<file path="src/rtl/imem_loader_if.sv">
// Host word stream and instruction-memory byte write bus for imem_loader.
interface imem_loader_if #(
  parameter int ADDR_W = 11
);
  logic              in_valid;
  logic              in_ready;
  logic [0:31]       in_word;
  logic              in_last;
  logic              mem_we;
  logic [ADDR_W-1:0] mem_addr;
  logic [0:7]        mem_wdata;

  modport master (
    output in_valid, in_word, in_last,
    input  in_ready, mem_we, mem_addr, mem_wdata
  );

  modport slave (
    input  in_valid, in_word, in_last,
    output in_ready, mem_we, mem_addr, mem_wdata
  );
endinterface

</file>
<file path="src/rtl/imem_loader.sv">
// Serialises host instruction words big-endian into byte writes and holds the core until loaded.
// Optional zero fill of the unused memory tail: define IMEM_ZERO_FILL_EN.
module imem_loader #(
  parameter int IMEM_BYTES = 2048,
  parameter int ADDR_W     = 11,
  parameter int CNT_W      = 10
) (
  input  logic             clock,
  input  logic             reset,
  input  logic             load_start,
  imem_loader_if.slave     bus,
  output logic             core_hold,
  output logic             load_done,
  output logic             load_err,
  output logic [CNT_W:0]   word_count
);

  typedef enum logic [2:0] {
    S_IDLE,
    S_ACCEPT,
    S_WRITE,
    S_DONE,
`ifdef IMEM_ZERO_FILL_EN
    S_FILL,
`endif
    S_ERR
  } state_e;

  localparam logic [ADDR_W:0] IMEM_END = (ADDR_W+1)'(IMEM_BYTES);
`ifdef IMEM_ZERO_FILL_EN
  localparam logic [ADDR_W-1:0] LAST_ADDR = ADDR_W'(IMEM_BYTES - 1);
`endif

  state_e            state_q;
  logic [0:31]       word_q;
  logic              last_q;
  logic [1:0]        byte_q;
  logic [ADDR_W:0]   ptr_q;
  logic [CNT_W:0]    cnt_q;
  logic              in_ready_q;
  logic              we_q;
  logic [ADDR_W-1:0] addr_q;
  logic [0:7]        wdata_q;
  logic              hold_q;
  logic              done_q;
  logic              err_q;

  logic [1:0]        byte_d;
  logic [ADDR_W:0]   ptr_d;
  logic [ADDR_W-1:0] addr_d;
  logic [0:7]        wdata_d;

  always_comb begin
    byte_d = byte_q + 2'd1;
    ptr_d  = ptr_q + (ADDR_W+1)'(4);
    addr_d = ptr_q[ADDR_W-1:0] + ADDR_W'(byte_d);
    case (byte_d)
      2'd0:    wdata_d = word_q[0:7];
      2'd1:    wdata_d = word_q[8:15];
      2'd2:    wdata_d = word_q[16:23];
      default: wdata_d = word_q[24:31];
    endcase
  end

  always_ff @(posedge clock) begin
    if (reset) begin
      state_q    <= S_IDLE;
      word_q     <= '0;
      last_q     <= 1'b0;
      byte_q     <= '0;
      ptr_q      <= '0;
      cnt_q      <= '0;
      in_ready_q <= 1'b0;
      we_q       <= 1'b0;
      addr_q     <= '0;
      wdata_q    <= '0;
      hold_q     <= 1'b0;
      done_q     <= 1'b0;
      err_q      <= 1'b0;
    end else begin
      case (state_q)
        S_IDLE, S_ERR: begin
          if (load_start) begin
            state_q    <= S_ACCEPT;
            in_ready_q <= 1'b1;
            hold_q     <= 1'b1;
            cnt_q      <= '0;
            ptr_q      <= '0;
            done_q     <= 1'b0;
            err_q      <= 1'b0;
          end
        end
        S_ACCEPT: begin
          if (bus.in_valid && in_ready_q) begin
            state_q    <= S_WRITE;
            word_q     <= bus.in_word;
            last_q     <= bus.in_last;
            byte_q     <= '0;
            in_ready_q <= 1'b0;
            we_q       <= 1'b1;
            addr_q     <= ptr_q[ADDR_W-1:0];
            wdata_q    <= bus.in_word[0:7];
          end
        end
        S_WRITE: begin
          if (byte_q != 2'd3) begin
            byte_q  <= byte_d;
            addr_q  <= addr_d;
            wdata_q <= wdata_d;
          end else begin
            ptr_q <= ptr_d;
            cnt_q <= cnt_q + (CNT_W+1)'(1);
            we_q  <= 1'b0;
            // last word wins over overflow, so an image that exactly fills memory completes
            if (last_q) begin
`ifdef IMEM_ZERO_FILL_EN
              if (ptr_d == IMEM_END) begin
                state_q <= S_DONE;
                hold_q  <= 1'b0;
                done_q  <= 1'b1;
              end else begin
                state_q <= S_FILL;
                we_q    <= 1'b1;
                addr_q  <= ptr_d[ADDR_W-1:0];
                wdata_q <= '0;
              end
`else
              state_q <= S_DONE;
              hold_q  <= 1'b0;
              done_q  <= 1'b1;
`endif
            end else if (ptr_d == IMEM_END) begin
              state_q <= S_ERR;
              err_q   <= 1'b1;
            end else begin
              state_q    <= S_ACCEPT;
              in_ready_q <= 1'b1;
            end
          end
        end
`ifdef IMEM_ZERO_FILL_EN
        S_FILL: begin
          if (addr_q == LAST_ADDR) begin
            state_q <= S_DONE;
            we_q    <= 1'b0;
            hold_q  <= 1'b0;
            done_q  <= 1'b1;
          end else begin
            addr_q <= addr_q + ADDR_W'(1);
          end
        end
`endif
        S_DONE: state_q <= S_IDLE;
        default: state_q <= S_IDLE;
      endcase
    end
  end

  assign bus.in_ready  = in_ready_q;
  assign bus.mem_we    = we_q;
  assign bus.mem_addr  = addr_q;
  assign bus.mem_wdata = wdata_q;
  assign core_hold     = hold_q;
  assign load_done     = done_q;
  assign load_err      = err_q;
  assign word_count    = cnt_q;

endmodule
</file>
<file path="src/flat_wrapper.sv">
// flat-port wrapper written by rule: the top's interface ports become plain ports
module imem_loader_flat 
#(
  parameter int IMEM_BYTES = 2048,
  parameter int ADDR_W     = 11,
  parameter int CNT_W      = 10
)
  (clock, reset, load_start, core_hold, load_done, load_err, word_count, bus_in_valid, bus_in_word, bus_in_last, bus_in_ready, bus_mem_we, bus_mem_addr, bus_mem_wdata);
  imem_loader_if #(.ADDR_W(ADDR_W)) bus_i ();
  input  logic clock;
  input  logic reset;
  input  logic load_start;
  output logic core_hold;
  output logic load_done;
  output logic load_err;
  output logic [CNT_W:0] word_count;
  input wire logic [$bits(bus_i.in_valid)-1:0] bus_in_valid;
  input wire logic [$bits(bus_i.in_word)-1:0] bus_in_word;
  input wire logic [$bits(bus_i.in_last)-1:0] bus_in_last;
  output wire logic [$bits(bus_i.in_ready)-1:0] bus_in_ready;
  output wire logic [$bits(bus_i.mem_we)-1:0] bus_mem_we;
  output wire logic [$bits(bus_i.mem_addr)-1:0] bus_mem_addr;
  output wire logic [$bits(bus_i.mem_wdata)-1:0] bus_mem_wdata;
  assign bus_i.in_valid = bus_in_valid;
  assign bus_i.in_word = bus_in_word;
  assign bus_i.in_last = bus_in_last;
  assign bus_in_ready = bus_i.in_ready;
  assign bus_mem_we = bus_i.mem_we;
  assign bus_mem_addr = bus_i.mem_addr;
  assign bus_mem_wdata = bus_i.mem_wdata;
  imem_loader #(.IMEM_BYTES(IMEM_BYTES), .ADDR_W(ADDR_W), .CNT_W(CNT_W)) u_core (.clock(clock), .reset(reset), .load_start(load_start), .bus(bus_i), .core_hold(core_hold), .load_done(load_done), .load_err(load_err), .word_count(word_count));
endmodule
</file>
<file path="config.mk">
export PLATFORM = sky130hd
export DESIGN_NAME = imem_loader_flat
export DESIGN_NICKNAME = d
export VERILOG_FILES = /design/src/rtl/imem_loader_if.sv /design/src/rtl/imem_loader.sv /design/src/flat_wrapper.sv
export SDC_FILE = /design/constraint.sdc
export NUM_CORES = 1
export LEC_CHECK = 0
export CAP_MARGIN = 20
export CORE_MARGIN = 5
export CORE_UTILIZATION = 43
export DETAILED_ROUTE_END_ITERATION = 8
export PLACE_DENSITY = 0.68
export SLEW_MARGIN = 10
export SYNTH_ARGS = -nofsm -noshare
export SYNTH_HDL_FRONTEND = slang
export SYNTH_SLANG_ARGS = --single-unit
</file>
<file path="constraint.sdc">
create_clock -name clock -period 2.65 [get_ports clock]
set_clock_uncertainty 0.05 [all_clocks]
set_input_delay 0.6625 -clock clock [delete_from_list [all_inputs] [get_ports clock]]
set_output_delay 0.6625 -clock clock [all_outputs]
set_load 0.01 [all_outputs]
</file>
==> impl_metrics.json <==
{
  "ir_drop_mv": 0.325,
  "clk_latency_ns": 0.36,
  "fmax_mhz": 474,
  "num_rows": 34,
  "postCtsSetupRepairBufs": 0,
  "wl_per_cell_um": 15.7,
  "cp-end-kind": "output pin",
  "avgViaCountPerCell": 5.52,
  "grt_pass1_wl_mm": 17.3,
  "ys_types": 53,
  "firstDrtPassIters": 7,
  "dieWidth_um": 105,
  "p_per_area_nw_per_um2": 491,
  "routabilityCongestion": 0.885,
  "cap_violations": 0,
  "synthSimpleGateAreaFrac_pct": 21.7,
  "io_buffers": 71,
  "yosys.area_share.xor_xnor_pct": 2.47,
  "initial_core_util_pct": 44.4,
  "drv_slew": 0,
  "core_area_um2": 8760,
  "outcome": "finished clean",
  "clockBufferDepth": 2,
  "fin_crit_sh_pct": 79.5,
  "final-hold-violation-count": 0,
  "async_flop_share_pct": 0,
  "globalRouteTotalUtil_pct": 18.7,
  "syn_inst": 489,
  "synth_edf_count": 0,
  "first_iter_violations": 216,
  "io_pins": 72,
  "cts_resized": 0,
  "dpl.cell_count": 638,
  "synthFlopType": "dfxtp_1",
  "drive_gt1_share_pct": 6.78,
  "power_w": 0.00236,
  "cp.required_ns": 1.94,
  "drtAntennaViolNets": 0,
  "crit_arrival_ns": 1.40,
  "synthMuxAreaShare_pct": 0,
  "clock-root-buffer": "clkbuf_8",
  "p_leak_nw": 1.61,
  "critical_path_class": "reg -> out",
  "stdcell_count": 654,
  "crit_slowest_cell": "clkdlybuf4s50_1",
  "fin_crit_ns": 2.11,
  "rsz0062_at_grt": "false",
  "grt_pass1_vias": 3397,
  "cp_num_buf_inv": 1,
  "hold_buffers": 0,
  "setup_viol": 0,
  "critical_path.cell_chain": "clkdlybuf4s50_1",
  "synth_fa_ha_area_share_pct": 2.57,
  "dieArea_um2": 11100,
  "crit_family": "buffers and inverters",
  "grt_overflow": 0,
  "yosysSeqAreaShare_pct": 42.7,
  "grt_max_degree": 39,
  "startpoint_type": "register",
  "clkTransAtPathRegs_ns": 0.08,
  "final_util_pct": 54.9,
  "clock_sinks": 83,
  "htreeDepth": 3,
  "final.setup.tns_ns": 0,
  "vias": 3610,
  "drc": 0,
  "synth_top_family_by_area": "compound AO/OA/AOI/OAI gates",
  "path_max_fanout": 6,
  "cts_made_buffers": 9,
  "diodes": 0,
  "layout-area-overhead-vs-synth_pct": 23.5,
  "holdCritPathClass": "reg -> reg",
  "slew_headroom_pct": 61.6,
  "antenna_found_initial": 0,
  "ys_ff_latch": 83,
  "fill_cells": 829,
  "yosys_warnings": 0,
  "avgSynthCellArea_um2": 7.97,
  "crit_path_max_incr_delay_ns": 0.59,
  "synthesis.area_um2": 3890,
  "dieHeight_um": 105,
  "synth_compound_area_share_pct": 25.0,
  "dp_hpwl_mm": 7.14,
  "syn-num-nets": 534,
  "postRouteWirelength_mm": 10.2,
  "tritoncts": "done",
  "nets": 586,
  "tightest_slew_ns": 0.576,
  "dp_slack_ns": 0.250,
  "worst_slack_ns": 0.542
}
-- per-stage QoR --
stage,hold WS [ns],instance area (um2)
2_1_floorplan,0.386,3890
3_3_place_gp,0.392,4620
3_5_place_dp,0.401,4620
4_1_cts,0.413,4810
5_1_grt,0.428,4810
6_report,0.408,4810
-- layout by cell type (no fill, tap or decap), drive strengths merged, types with 3 or more instances in the layout --
cell type	instances
a21oi	81
a222oi	8
a22oi	4
a31oi	4
and3	3
buf	11
clkbuf	10
clkdlybuf4s50	70
clkinvlp	3
dfxtp	83
ha	8
inv	8
nand2	91
nand2b	3
nand3	6
nand3b	3
nand4	3
nor2	27
nor3	7
nor3b	5
nor4	4
o211ai	5
o21ai	48
or3	7
xnor2	4
xor2	7
-- power by group --
part           switching (W)  internal [W]
clock               0.000485      0.000372
combinational       0.000101      0.000107
sequential         0.0000248       0.00127
-- final cells by class --
type                    instances  area [um2]  area share, %
clock buffers                  10         138           2.86
clock inverters                 6        48.8           1.01
inverters                       7        26.3          0.546
multi-input cells             359        2020           42.0
flip-flops and latches         83        1660           34.5
well taps                     108         135           2.81
repair buffers                 81         781           16.2
-- state kept, by name (all words and copies together) (netlist names) --
| name | count |
|---|---|
| u_core.core_hold | 1 |
| u_core.byte_q | 2 |
| u_core.bus.mem_wdata | 8 |
| u_core.bus.mem_addr | 11 |
| u_core.load_done | 1 |
| u_core.load_err | 1 |
| u_core.word_count | 11 |
| u_core.bus.in_ready | 1 |
| u_core.ptr_q | 10 |
| u_core.state_q | 3 |
| u_core.last_q | 1 |
| u_core.bus.mem_we | 1 |
| u_core.word_q | 32 |
-- worst reg2reg max path: stages (launching register included) --
cell and delay, ns:
dfxtp_1 0.53, ha_1 0.43, nand3_1 0.25, or4_1 0.55, a21oi_1 0.16
-- metal layers --
metal / track usage, % / wire length (um) / vias up / share of wire [%]
li1: - / - / 1843 / -
met1: 26.6 / 4850 / 1650 / 47
met2: 27.0 / 4590 / 107 / 45
met3: 6.78 / 719 / 10 / 7.0
met4: 4.66 / 90 / 0 / 0.88
met5: 0 / 0 / - / 0
-- logic make-up (layout without fill, tap and decap cells) --
| logic type | Yosys count | after routing |
|---|---|---|
| xor gates and xnor gates | 11 | 11 |
| adders and majority gates | 8 | 8 |
| other | 1 | 1 |
| buffers and inverters | 47 | 104 |
| DFF | 83 | 83 |
| AOI/OAI and AO/OA | 166 | 166 |
| and+or+nand+nor | 173 | 173 |
-- synthesized netlist by cell type, drive strengths merged, types with 5 or more instances --
cell type | number | area (um2)
nand2 | 91 | 342
dfxtp | 83 | 1660
a21oi | 81 | 405
o21ai | 48 | 240
nor2 | 27 | 101
buf | 24 | 129
clkbuf | 16 | 61.3
a222oi | 8 | 80.1
ha | 8 | 100
inv | 7 | 26.3
nor3 | 7 | 35.0
or3 | 7 | 43.8
xor2 | 7 | 61.3
nand3 | 6 | 30.0
nor3b | 5 | 65.1
o211ai | 5 | 42.5
-- final timing paths --
path	from	end	slack (ns)	cells after the start
worst max register to register	u_core.ptr_q[2]	u_core.ptr_q[8]	0.60	4
worst min-delay path	u_core.load_err	u_core.load_err	0.41	2
worst max-delay path	u_core.bus.in_ready	bus_in_ready	0.54	1
worst min register to register	u_core.load_err	u_core.load_err	0.41	2
Power figures use the tool's default switching activity.
